<file path="src/rtl/veggie_round_ctrl.sv">
// veggie_round_ctrl: per-frame scheduler for the veggie playfield. Owns the
// veggie slots (spawn, parabolic motion, slicing, retirement) and the round
// bookkeeping (score, lives, IDLE/PLAY/OVER). Every update is taken on the
// frame_done_in cycle so the sprites see a stable picture for a whole frame.
module veggie_round_ctrl #(
  parameter int NUM_SLOTS    = 4,
  parameter int SPAWN_PERIOD = 90,
  parameter int START_LIVES  = 3,
  parameter int GRAVITY      = 1,
  parameter int HIT_RADIUS   = 64,
  parameter int EXIT_Y       = 832
) (
  input  logic                   clk_in,
  input  logic                   rst_in,
  input  logic                   frame_done_in,
  input  logic                   start_in,
  input  logic [15:0]            random_in,
  input  logic [10:0]            katana_x,
  input  logic [9:0]             katana_y,
  output logic [NUM_SLOTS-1:0]   slot_active_out,
  output logic [NUM_SLOTS-1:0]   slot_split_out,
  output logic [11*NUM_SLOTS-1:0] slot_x_out,
  output logic [10*NUM_SLOTS-1:0] slot_y_out,
  output logic [15:0]            score_out,
  output logic [3:0]             lives_out,
  output logic [1:0]             state_out
);

  localparam logic [1:0] ST_IDLE = 2'b00;
  localparam logic [1:0] ST_PLAY = 2'b01;
  localparam logic [1:0] ST_OVER = 2'b10;

  localparam int TW = (SPAWN_PERIOD > 1) ? $clog2(SPAWN_PERIOD) : 1;
  localparam logic [TW-1:0] TIMER_LAST = TW'(SPAWN_PERIOD - 1);

  logic [1:0]           state, state_n;
  logic [15:0]          score, score_n;
  logic [3:0]           lives, lives_n, lives_left;
  logic [TW-1:0]        timer, timer_n;
  logic [NUM_SLOTS-1:0] active, active_n, split, split_n;
  logic signed [11:0]   pos_x [NUM_SLOTS];
  logic signed [11:0]   pos_y [NUM_SLOTS];
  logic signed [11:0]   vel_x [NUM_SLOTS];
  logic signed [11:0]   vel_y [NUM_SLOTS];
  logic signed [11:0]   pos_x_n [NUM_SLOTS];
  logic signed [11:0]   pos_y_n [NUM_SLOTS];
  logic signed [11:0]   vel_x_n [NUM_SLOTS];
  logic signed [11:0]   vel_y_n [NUM_SLOTS];
  logic signed [11:0]   move_x [NUM_SLOTS];
  logic signed [11:0]   move_y [NUM_SLOTS];
  logic signed [11:0]   move_vx [NUM_SLOTS];
  logic signed [11:0]   move_vy [NUM_SLOTS];
  logic [NUM_SLOTS-1:0] hit, spawn_sel;
  logic                 any_free;
  logic [7:0]           hit_cnt, unsplit_cnt;
  logic [16:0]          score_sum;
  logic                 unused_random;

  assign unused_random = ^{random_in[15], random_in[12]};

  // True when the katana centre lies within the hit half-box along one axis.
  function automatic logic near(input logic [10:0] k, input logic signed [11:0] p);
    logic signed [12:0] d;
    d = $signed({2'b00, k}) - $signed({p[11], p});
    if (d < 0) d = -d;
    return (d <= 13'(HIT_RADIUS));
  endfunction

  // Per-slot hit detection, candidate motion with wall bounce, and the spawn target.
  always_comb begin
    hit       = '0;
    hit_cnt   = '0;
    spawn_sel = '0;
    any_free  = 1'b0;
    for (int i = 0; i < NUM_SLOTS; i++) begin
      hit[i] = active[i] & ~split[i] & near(katana_x, pos_x[i]) &
               near({1'b0, katana_y}, pos_y[i]);
      hit_cnt    = hit_cnt + {7'b0, hit[i]};
      move_y[i]  = pos_y[i] + vel_y[i];
      move_vy[i] = vel_y[i] + 12'(GRAVITY);
      move_x[i]  = pos_x[i] + vel_x[i];
      move_vx[i] = vel_x[i];
      if (move_x[i] < 0) begin
        move_x[i]  = 12'sd0;
        move_vx[i] = -vel_x[i];
      end else if (move_x[i] > 12'sd1023) begin
        move_x[i]  = 12'sd1023;
        move_vx[i] = -vel_x[i];
      end
      if (!active[i] && !any_free) begin
        any_free     = 1'b1;
        spawn_sel[i] = 1'b1;
      end
    end
  end

  // Round FSM and the ordered frame update: hit, move, exit, spawn.
  always_comb begin
    state_n     = state;
    score_n     = score;
    lives_n     = lives;
    timer_n     = timer;
    active_n    = active;
    split_n     = split;
    pos_x_n     = pos_x;
    pos_y_n     = pos_y;
    vel_x_n     = vel_x;
    vel_y_n     = vel_y;
    unsplit_cnt = '0;
    lives_left  = lives;
    score_sum   = {1'b0, score} + {9'b0, hit_cnt};
    if (state != ST_PLAY && start_in) begin
      state_n  = ST_PLAY;
      score_n  = '0;
      lives_n  = 4'(START_LIVES);
      timer_n  = '0;
      active_n = '0;
      split_n  = '0;
      for (int i = 0; i < NUM_SLOTS; i++) begin
        pos_x_n[i] = '0;
        pos_y_n[i] = '0;
        vel_x_n[i] = '0;
        vel_y_n[i] = '0;
      end
    end else if (state == ST_PLAY && frame_done_in) begin
      score_n = score_sum[16] ? 16'hFFFF : score_sum[15:0];
      for (int i = 0; i < NUM_SLOTS; i++) begin
        if (active[i]) begin
          pos_x_n[i] = move_x[i];
          vel_x_n[i] = move_vx[i];
          pos_y_n[i] = move_y[i];
          vel_y_n[i] = move_vy[i];
          split_n[i] = split[i] | hit[i];
          if (move_y[i] >= 12'(EXIT_Y) && vel_y[i] > 0) begin
            if (!(split[i] | hit[i])) unsplit_cnt = unsplit_cnt + 8'd1;
            active_n[i] = 1'b0;
            split_n[i]  = 1'b0;
            pos_x_n[i]  = '0;
            pos_y_n[i]  = '0;
            vel_x_n[i]  = '0;
            vel_y_n[i]  = '0;
          end
        end
      end
      lives_left = ({4'b0, lives} > unsplit_cnt) ? lives - unsplit_cnt[3:0] : 4'd0;
      lives_n    = lives_left;
      if (lives_left == 4'd0) begin
        state_n  = ST_OVER;
        active_n = '0;
        split_n  = '0;
        for (int i = 0; i < NUM_SLOTS; i++) begin
          pos_x_n[i] = '0;
          pos_y_n[i] = '0;
          vel_x_n[i] = '0;
          vel_y_n[i] = '0;
        end
      end else if (timer == TIMER_LAST) begin
        if (any_free) begin
          timer_n = '0;
          for (int i = 0; i < NUM_SLOTS; i++) begin
            if (spawn_sel[i]) begin
              active_n[i] = 1'b1;
              split_n[i]  = 1'b0;
              pos_x_n[i]  = 12'sd256 + $signed({3'b000, random_in[8:0]});
              pos_y_n[i]  = 12'sd704;
              vel_y_n[i]  = 12'sd0 - (12'sd12 + $signed({10'b0, random_in[11:10]}));
              vel_x_n[i]  = $signed({{10{random_in[14]}}, random_in[14:13]});
            end
          end
        end
      end else begin
        timer_n = timer + 1'b1;
      end
    end
  end

  // State registers with synchronous reset to the idle, empty playfield.
  always_ff @(posedge clk_in) begin
    if (rst_in) begin
      state  <= ST_IDLE;
      score  <= '0;
      lives  <= 4'(START_LIVES);
      timer  <= '0;
      active <= '0;
      split  <= '0;
      for (int i = 0; i < NUM_SLOTS; i++) begin
        pos_x[i] <= '0;
        pos_y[i] <= '0;
        vel_x[i] <= '0;
        vel_y[i] <= '0;
      end
    end else begin
      state  <= state_n;
      score  <= score_n;
      lives  <= lives_n;
      timer  <= timer_n;
      active <= active_n;
      split  <= split_n;
      pos_x  <= pos_x_n;
      pos_y  <= pos_y_n;
      vel_x  <= vel_x_n;
      vel_y  <= vel_y_n;
    end
  end

  // Pack the slot registers onto the sprite-facing buses.
  always_comb begin
    slot_x_out = '0;
    slot_y_out = '0;
    for (int i = 0; i < NUM_SLOTS; i++) begin
      slot_x_out[11*i +: 11] = pos_x[i][10:0];
      slot_y_out[10*i +: 10] = pos_y[i][9:0];
    end
  end

  assign slot_active_out = active;
  assign slot_split_out  = split;
  assign score_out       = score;
  assign lives_out       = lives;
  assign state_out       = state;

endmodule

</file>
<file path="config.mk">
export PLATFORM = sky130hd
export DESIGN_NAME = veggie_round_ctrl
export DESIGN_NICKNAME = d
export VERILOG_FILES = /design/src/rtl/veggie_round_ctrl.sv
export SDC_FILE = /design/constraint.sdc
export NUM_CORES = 1
export LEC_CHECK = 0
export BUFFER_PORTS_ARGS = -buffer_cell sky130_fd_sc_hd__buf_2
export CAP_MARGIN = 20
export CORE_MARGIN = 1
export CORE_UTILIZATION = 30
export DETAILED_ROUTE_END_ITERATION = 7
export SLEW_MARGIN = 40
export SYNTH_ARGS = -nofsm -noshare
export SYNTH_HDL_FRONTEND = slang
export SYNTH_SLANG_ARGS = --single-unit
</file>
<file path="constraint.sdc">
create_clock -name clk_in -period 11 [get_ports clk_in]
set_input_delay 1.1 -clock clk_in [delete_from_list [all_inputs] [get_ports clk_in]]
set_output_delay 1.1 -clock clk_in [all_outputs]
set_load 0.005 [all_outputs]
</file>
==> results.tsv, run 1 <==
stage	metric	value	unit
status	status	completed	
power	finalPower	2270	µW
placement	gp_congestion	0.949	
critical_path	reg2reg_to	vel_x[31]	
routing	wl_met3	4.57	mm
placement	port_buffers	151	
finish	synthToLayoutAreaGrowth	10.6	%
finish	fillers	7945	
finish	final_cell_mix	nor2_1 (286), a21oi_1 (259), o21ai_0 (258)	
critical_path	cp.required	11.53	ns
routing	m1WireLength	35.6	mm
die	ios	155	
finish	stdcell_count	4118	
sta	fin_ws	1.40	ns
critical_path	ff2ff_path_depth	34	
critical_path	r2r_setup_slack	1.76	ns
global_routing	grt_overflow_total	0	
synthesis	yosysWarnings	0	
clock_network	post_cts_resized	0	
global_routing	antenna_found_initial	3	
routing	top_layer	met5	
sta	max-slew-margin-rel	0.429	
synthesis	syn-num-nets	3352	
flow_run	cap_violations	0	
routing	wl_per_cell	19.5	µm
critical_path	cpPeakStageDelay	0.48	ns
critical_path	worstPathMaxFanout	16	
critical_path	r2r-start	slot_x_out[12]	
clock_network	clock-root-buffer	clkbuf_16	
die	die_area	77300	µm²
die	initial_utilization	0.305	
clock_network	clockBufferDepth	3	
routing	met2_length	36.6	mm
die	die_w	278	µm
sta	fmax	104	MHz
finish	final_common_cell	nor2_1	
routing	drc	0	
synthesis	synthFlopType	dfxtp_1	
clock_network	cts_buffers	31	
power	power_density	89.9	nW/µm²
global_routing	grt_pass1_vias	21361	
global_routing	grtUsageTotal	0.200	
sta	period_minus_slack	9.60	ns
routing	drt_iter0_markers	1788	
sta	worstMarginPinSlew	0.854	ns
global_routing	grt_pass1_wl	123	mm
sta	min_period_over_period	0.873	
routing	avgViaCountPerCell	5.71	
synthesis	synth-edff-count	0	
clock_network	cts_tree	built	
clock_network	hold_buffers	0	
placement	place_hpwl	61.0	mm
die	core_area	74900	µm²
clock_network	cts_setup_buffers	0	
finish	nets	3381	
min_path	hold_end	lives_out[3]	
critical_path	worstSetupStartpointType	input pin	
global_routing	grt_max_degree	79	
routing	vias	23506	
routing	wirelength	80.3	mm
clock_network	htree_levels	1	
sta	setup_viol	0	
critical_path	worstPathArrival	10.14	ns
min_path	worstHoldStart	lives_out[3]	
min_path	min_path_type	register to register	
synthesis	synth_area	22900	µm²
synthesis	async_flop_share	0	
critical_path	cp_common_cell	a21oi_1	
routing	drtAntennaViolNets	0	
synthesis	postSynthCellCount	3096	
sta	setup_tns	0	ns
die	rows	100	
finish	diodes	0	
synthesis	ys_types	88	
clock_network	clk_pin_slew	0.06	ns
critical_path	slowest_stage	fa_1	
synthesis	ys_seq_area_frac	0.201	
clock_network	cts_num_sinks	229	
placement	place_inst	4061	
sta	skew	0.0293	ns
sta	drv_slew	0	
finish	drive_gt1_frac	0.0991	
finish	multi_input_area	16700	µm²
die	die_h	278	µm
clock_network	clock_latency	0.62	ns
finish	seqCellArea	4580	µm²
critical_path	criticalPathCategory	input pin to register	
critical_path	endpoint_kind	register	
sta	grt_setup_unrepaired	no	
synthesis	synth.avg_cell_area	7.38	µm²
power	peakVddDrop	0.000127	V
sta	hold_viol	0	
min_path	min_path_cells	2	
power	leakagePower	0.0101	µW
synthesis	ys_ff_latch	229	
finish	utilization	0.337	
placement	dp_slack	0.932	ns
routing	drt_pass1_iterations	5	
flip-flops by register name, summed over array words and instances, names as in the netlist:
register,cells
score_out,16
lives_out,4
slot_split_out,4
state_out,2
vel_y,48
vel_x,48
pos_x,4
timer,7
slot_active_out,4
pos_y,8
slot_y_out,40
slot_x_out,44
synth_stat cells, types with 12 or more instances:
| library cell | number | area [µm²] |
|---|---|---|
| o311ai_0 | 17 | 149 |
| fa_1 | 20 | 400 |
| nand2_1 | 211 | 792 |
| ha_1 | 195 | 2440 |
| nor4_1 | 28 | 175 |
| and3_1 | 46 | 288 |
| nor3b_1 | 20 | 150 |
| mux2i_1 | 15 | 150 |
| xor2_1 | 71 | 622 |
| dfxtp_1 | 229 | 4580 |
| a21boi_0 | 12 | 90.1 |
| nor2_1 | 292 | 1100 |
| nand3b_1 | 12 | 90.1 |
| o31a_1 | 15 | 131 |
| o211ai_1 | 22 | 165 |
| and2_1 | 19 | 119 |
| o22ai_1 | 23 | 144 |
| a211oi_1 | 34 | 255 |
| buf_4 | 84 | 631 |
| nor2b_1 | 38 | 238 |
| or2_2 | 29 | 181 |
| clkbuf_1 | 101 | 379 |
| xnor2_1 | 81 | 709 |
| or3_1 | 48 | 300 |
| o21ai_0 | 260 | 1300 |
| a21o_1 | 61 | 458 |
| o2111ai_1 | 14 | 123 |
| nand2b_1 | 31 | 194 |
| a31oi_1 | 51 | 319 |
| nand3_1 | 89 | 445 |
| a2111oi_0 | 15 | 131 |
| nor3_1 | 78 | 390 |
| a22oi_1 | 73 | 548 |
| inv_1 | 188 | 706 |
| o31ai_1 | 35 | 263 |
| o21a_1 | 34 | 255 |
| a21oi_1 | 260 | 1300 |
| o21bai_1 | 22 | 165 |
| nand4_1 | 29 | 181 |
per-stage QoR:
stage	area, µm²	hold WS (ns)
floorplan	22900	0.462
global route	25300	0.514
detailed placement	24200	0.479
global placement	24100	0.472
CTS	25200	0.487
finish	25300	0.484
how the worst max path moves through the flow:
stage	endpoint	startpoint	slack [ns]	depth (start not counted)
final	vel_x[31]	katana_x[1]	1.40	35
after global routing	vel_x[2]	katana_x[1]	0.70	35
after CTS	vel_x[29]	katana_x[1]	1.57	35
after detailed placement	vel_x[28]	katana_x[1]	0.93	35
after global placement	vel_x[29]	katana_x[1]	1.00	35
after floorplan	vel_x[15]	katana_x[0]	2.52	33
area by class of cell:
class | count | share of cell area
timing repair buffer | 185 | 0.0414
clock inverter | 15 | 0.00772
clock buffer | 42 | 0.0347
multi-input combinational | 2488 | 0.659
tap | 969 | 0.0480
sequential | 229 | 0.181
inverter | 190 | 0.0282
layer usage:
metal	vias to the layer above	track usage
met5	-	0
li1	11507	-
met4	4	0.0823
met3	161	0.0285
met2	690	0.332
met1	11144	0.258
cells by family after synthesis:
logic type / synth area share
AOI/OAI and AO/OA: 0.310
xor gates and xnor gates: 0.0583
adders and majority gates: 0.124
buffers and inverters: 0.0761
DFF: 0.201
muxes: 0.0105
and+or+nand+nor: 0.221
power breakdown:
part / switching (µW) / internal [µW] / leakage [µW]
clock network: 432 / 651 / 0.000529
registers: 0.928 / 830 / 0.00184
logic: 237 / 121 / 0.00770
worst max-delay path, delay by kind of cell:
family	cells	cell delay, ns
AOI/OAI and AO/OA	14	3.45
and+or+nand+nor	9	2.29
buffers and inverters	5	0.91
adders and majority gates	5	1.82
muxes	2	0.56
(Power assumes the default switching activity.)
==> run 2: changes to the inputs <==
==> constraint.sdc (replaced) <==
create_clock -name clk_in -period 11 [get_ports clk_in]
set_input_delay 0.55 -clock clk_in [delete_from_list [all_inputs] [get_ports clk_in]]
set_output_delay 0.55 -clock clk_in [all_outputs]
set_load 0.005 [all_outputs]
==> results.tsv, run 2 (synthesized netlist as in run 1, its figures left out) <==
stage	metric	value	unit	change
status	status	completed		unchanged
sta	min_period_over_period	0.848		was 0.873
flow_run	cap_violations	0		unchanged
critical_path	worstSetupStartpointType	register		was input pin
critical_path	r2r_setup_slack	1.68	ns	was 1.76 ns
finish	nets	3375		was 3,381
finish	final_cell_mix	nor2_1 (284), a21oi_1 (258), o21ai_0 (258)		was nor2_1 (286), a21oi_1 (259), o21ai_0 (258)
die	die_h	278	µm	unchanged
sta	timing.hold.ws	0.151	ns	was 0.484 ns
critical_path	worstPathMaxFanout	36		was 16
finish	diodes	0		unchanged
finish	synthToLayoutAreaGrowth	10.3	%	was 10.6%
placement	gp_congestion	0.926		was 0.949
placement	place_hpwl	60.1	mm	was 61.0 mm
critical_path	worstPathArrival	9.83	ns	was 10.14 ns
min_path	min_path_type	input pin to register		was register to register
sta	skew	0.0417	ns	was 0.0293 ns
sta	fin_ws	1.68	ns	was 1.40 ns
critical_path	criticalPathCategory	register to register		was input pin to register
global_routing	grt_max_degree	63		was 79
routing	avgViaCountPerCell	5.65		was 5.71
sta	setup_tns	0	ns	unchanged
routing	drtAntennaViolNets	0		unchanged
global_routing	grtUsageTotal	0.199		was 0.200
die	initial_utilization	0.305		unchanged
clock_network	htree_levels	1		unchanged
sta	grt_setup_unrepaired	no		unchanged
clock_network	cts_buffers	31		unchanged
clock_network	cts_tree	built		unchanged
sta	period_minus_slack	9.32	ns	was 9.60 ns
sta	setup_viol	0		unchanged
global_routing	grt_pass1_vias	21269		was 21,361
power	leakagePower	0.0100	µW	was 0.0101 µW
die	core_area	74900	µm²	unchanged
critical_path	cp.required	11.51	ns	was 11.53 ns
routing	vias	23234		was 23,506
critical_path	cpPeakStageDelay	0.59	ns	was 0.48 ns
critical_path	cp_common_cell	ha_1		was a21oi_1
clock_network	clk_pin_slew	0.06	ns	about the same
sta	max-slew-margin-rel	0.429		about the same
critical_path	crit_family	compound AO/OA/AOI/OAI gates		unchanged
clock_network	cts_setup_buffers	0		unchanged
power	peakVddDrop	0.000115	V	was 0.000127 V
finish	final_common_cell	nor2_1		unchanged
routing	wl_per_cell	19.4	µm	was 19.5 µm
sta	fmax	107	MHz	was 104 MHz
global_routing	grt_overflow_total	0		unchanged
die	die_w	278	µm	unchanged
die	rows	100		unchanged
placement	port_buffers	151		unchanged
power	finalPower	2280	µW	was 2270 µW
global_routing	grt_pass1_wl	123	mm	about the same
routing	drt_pass1_iterations	6		was 5
clock_network	clock_latency	0.61	ns	was 0.62 ns
routing	wirelength	79.8	mm	was 80.3 mm
global_routing	antenna_found_initial	1		was 3
sta	worstMarginPinSlew	0.849	ns	was 0.854 ns
die	ios	155		unchanged
sta	drv_slew	0		unchanged
critical_path	slowest_stage	or4_1		was fa_1
clock_network	post_cts_resized	0		unchanged
critical_path	endpoint_kind	register		unchanged
clock_network	hold_buffers	0		unchanged
critical_path	path_buf_inv	5		unchanged
routing	drt_iter0_markers	1826		was 1,788
power	power_density	90.3	nW/µm²	was 89.9 nW/µm²
clock_network	cts_num_sinks	229		unchanged
routing	drc	0		unchanged
die	die_area	77300	µm²	unchanged
finish	drive_gt1_frac	0.0970		was 0.0991
placement	dp_slack	1.21	ns	was 0.932 ns
clock_network	clockBufferDepth	3		unchanged
sta	hold_viol	0		unchanged
clock_network	clock-root-buffer	clkbuf_16		unchanged
[run 2: cell count changes in the layout (fill, tap and decap cells not counted), moves of 2 or more]
cell / before / now
nor2_2: 4 / 6
nor2_1: 286 / 284
clkbuf_1: 5 / 7
buf_4: 31 / 28
clkinvlp_4: 2 / 0
[run 2: final timing paths]
kind	startpoint	cells after the start	endpoint
setup / recovery	slot_x_out[12]	33	vel_y[17]
hold / removal	rst_in	2	state_out[0]
setup reg to reg	slot_x_out[12]	33	vel_y[17]
hold reg to reg	lives_out[3]	2	lives_out[3]
[run 2: power by group]
| part | total [µW] | switching (µW) | internal, µW |
|---|---|---|---|
| sequential | 831 | 0.851 | 830 |
| clock | 1090 | 421 | 673 |
| combinational | 351 | 234 | 117 |
| total | 2280 | 656 | 1620 |
[run 2: metal layers]
layer / track usage / vias up / share of wire
li1: - / 11486 / -
met1: 0.261 / 10949 / 0.44
met2: 0.329 / 667 / 0.46
met3: 0.0294 / 130 / 0.058
met4: 0.0720 / 2 / 0.037
met5: 0 / - / 0.00016
[run 2: layout make-up]
cell class              count  area (µm²)
clock buffers              44         885
clock inverters            14         203
fillers                  7900       49700
inverters                 190         713
multi-input cells        2488       16600
flip-flops and latches    229        4580
well taps                 969        1210
repair buffers            179         966
[run 2: worst reg2reg max path, delay by kind of cell (launching register included)]
family	cells	cell delay [ns]
mux	2	0.57
buf+inv	5	1.06
compound gates	12	3.00
fa+ha+maj	5	1.64
simple gates	9	2.43
flops	1	0.55
[run 2: through the flow]
step,instance area [µm²],util,instances
6_report,25200,0.336,4113
5_1_grt,25200,0.336,4113
4_1_cts,25200,0.336,4113
3_5_place_dp,24100,0.322,4055
3_3_place_gp,24100,0.321,4055
2_1_floorplan,22900,-,3096
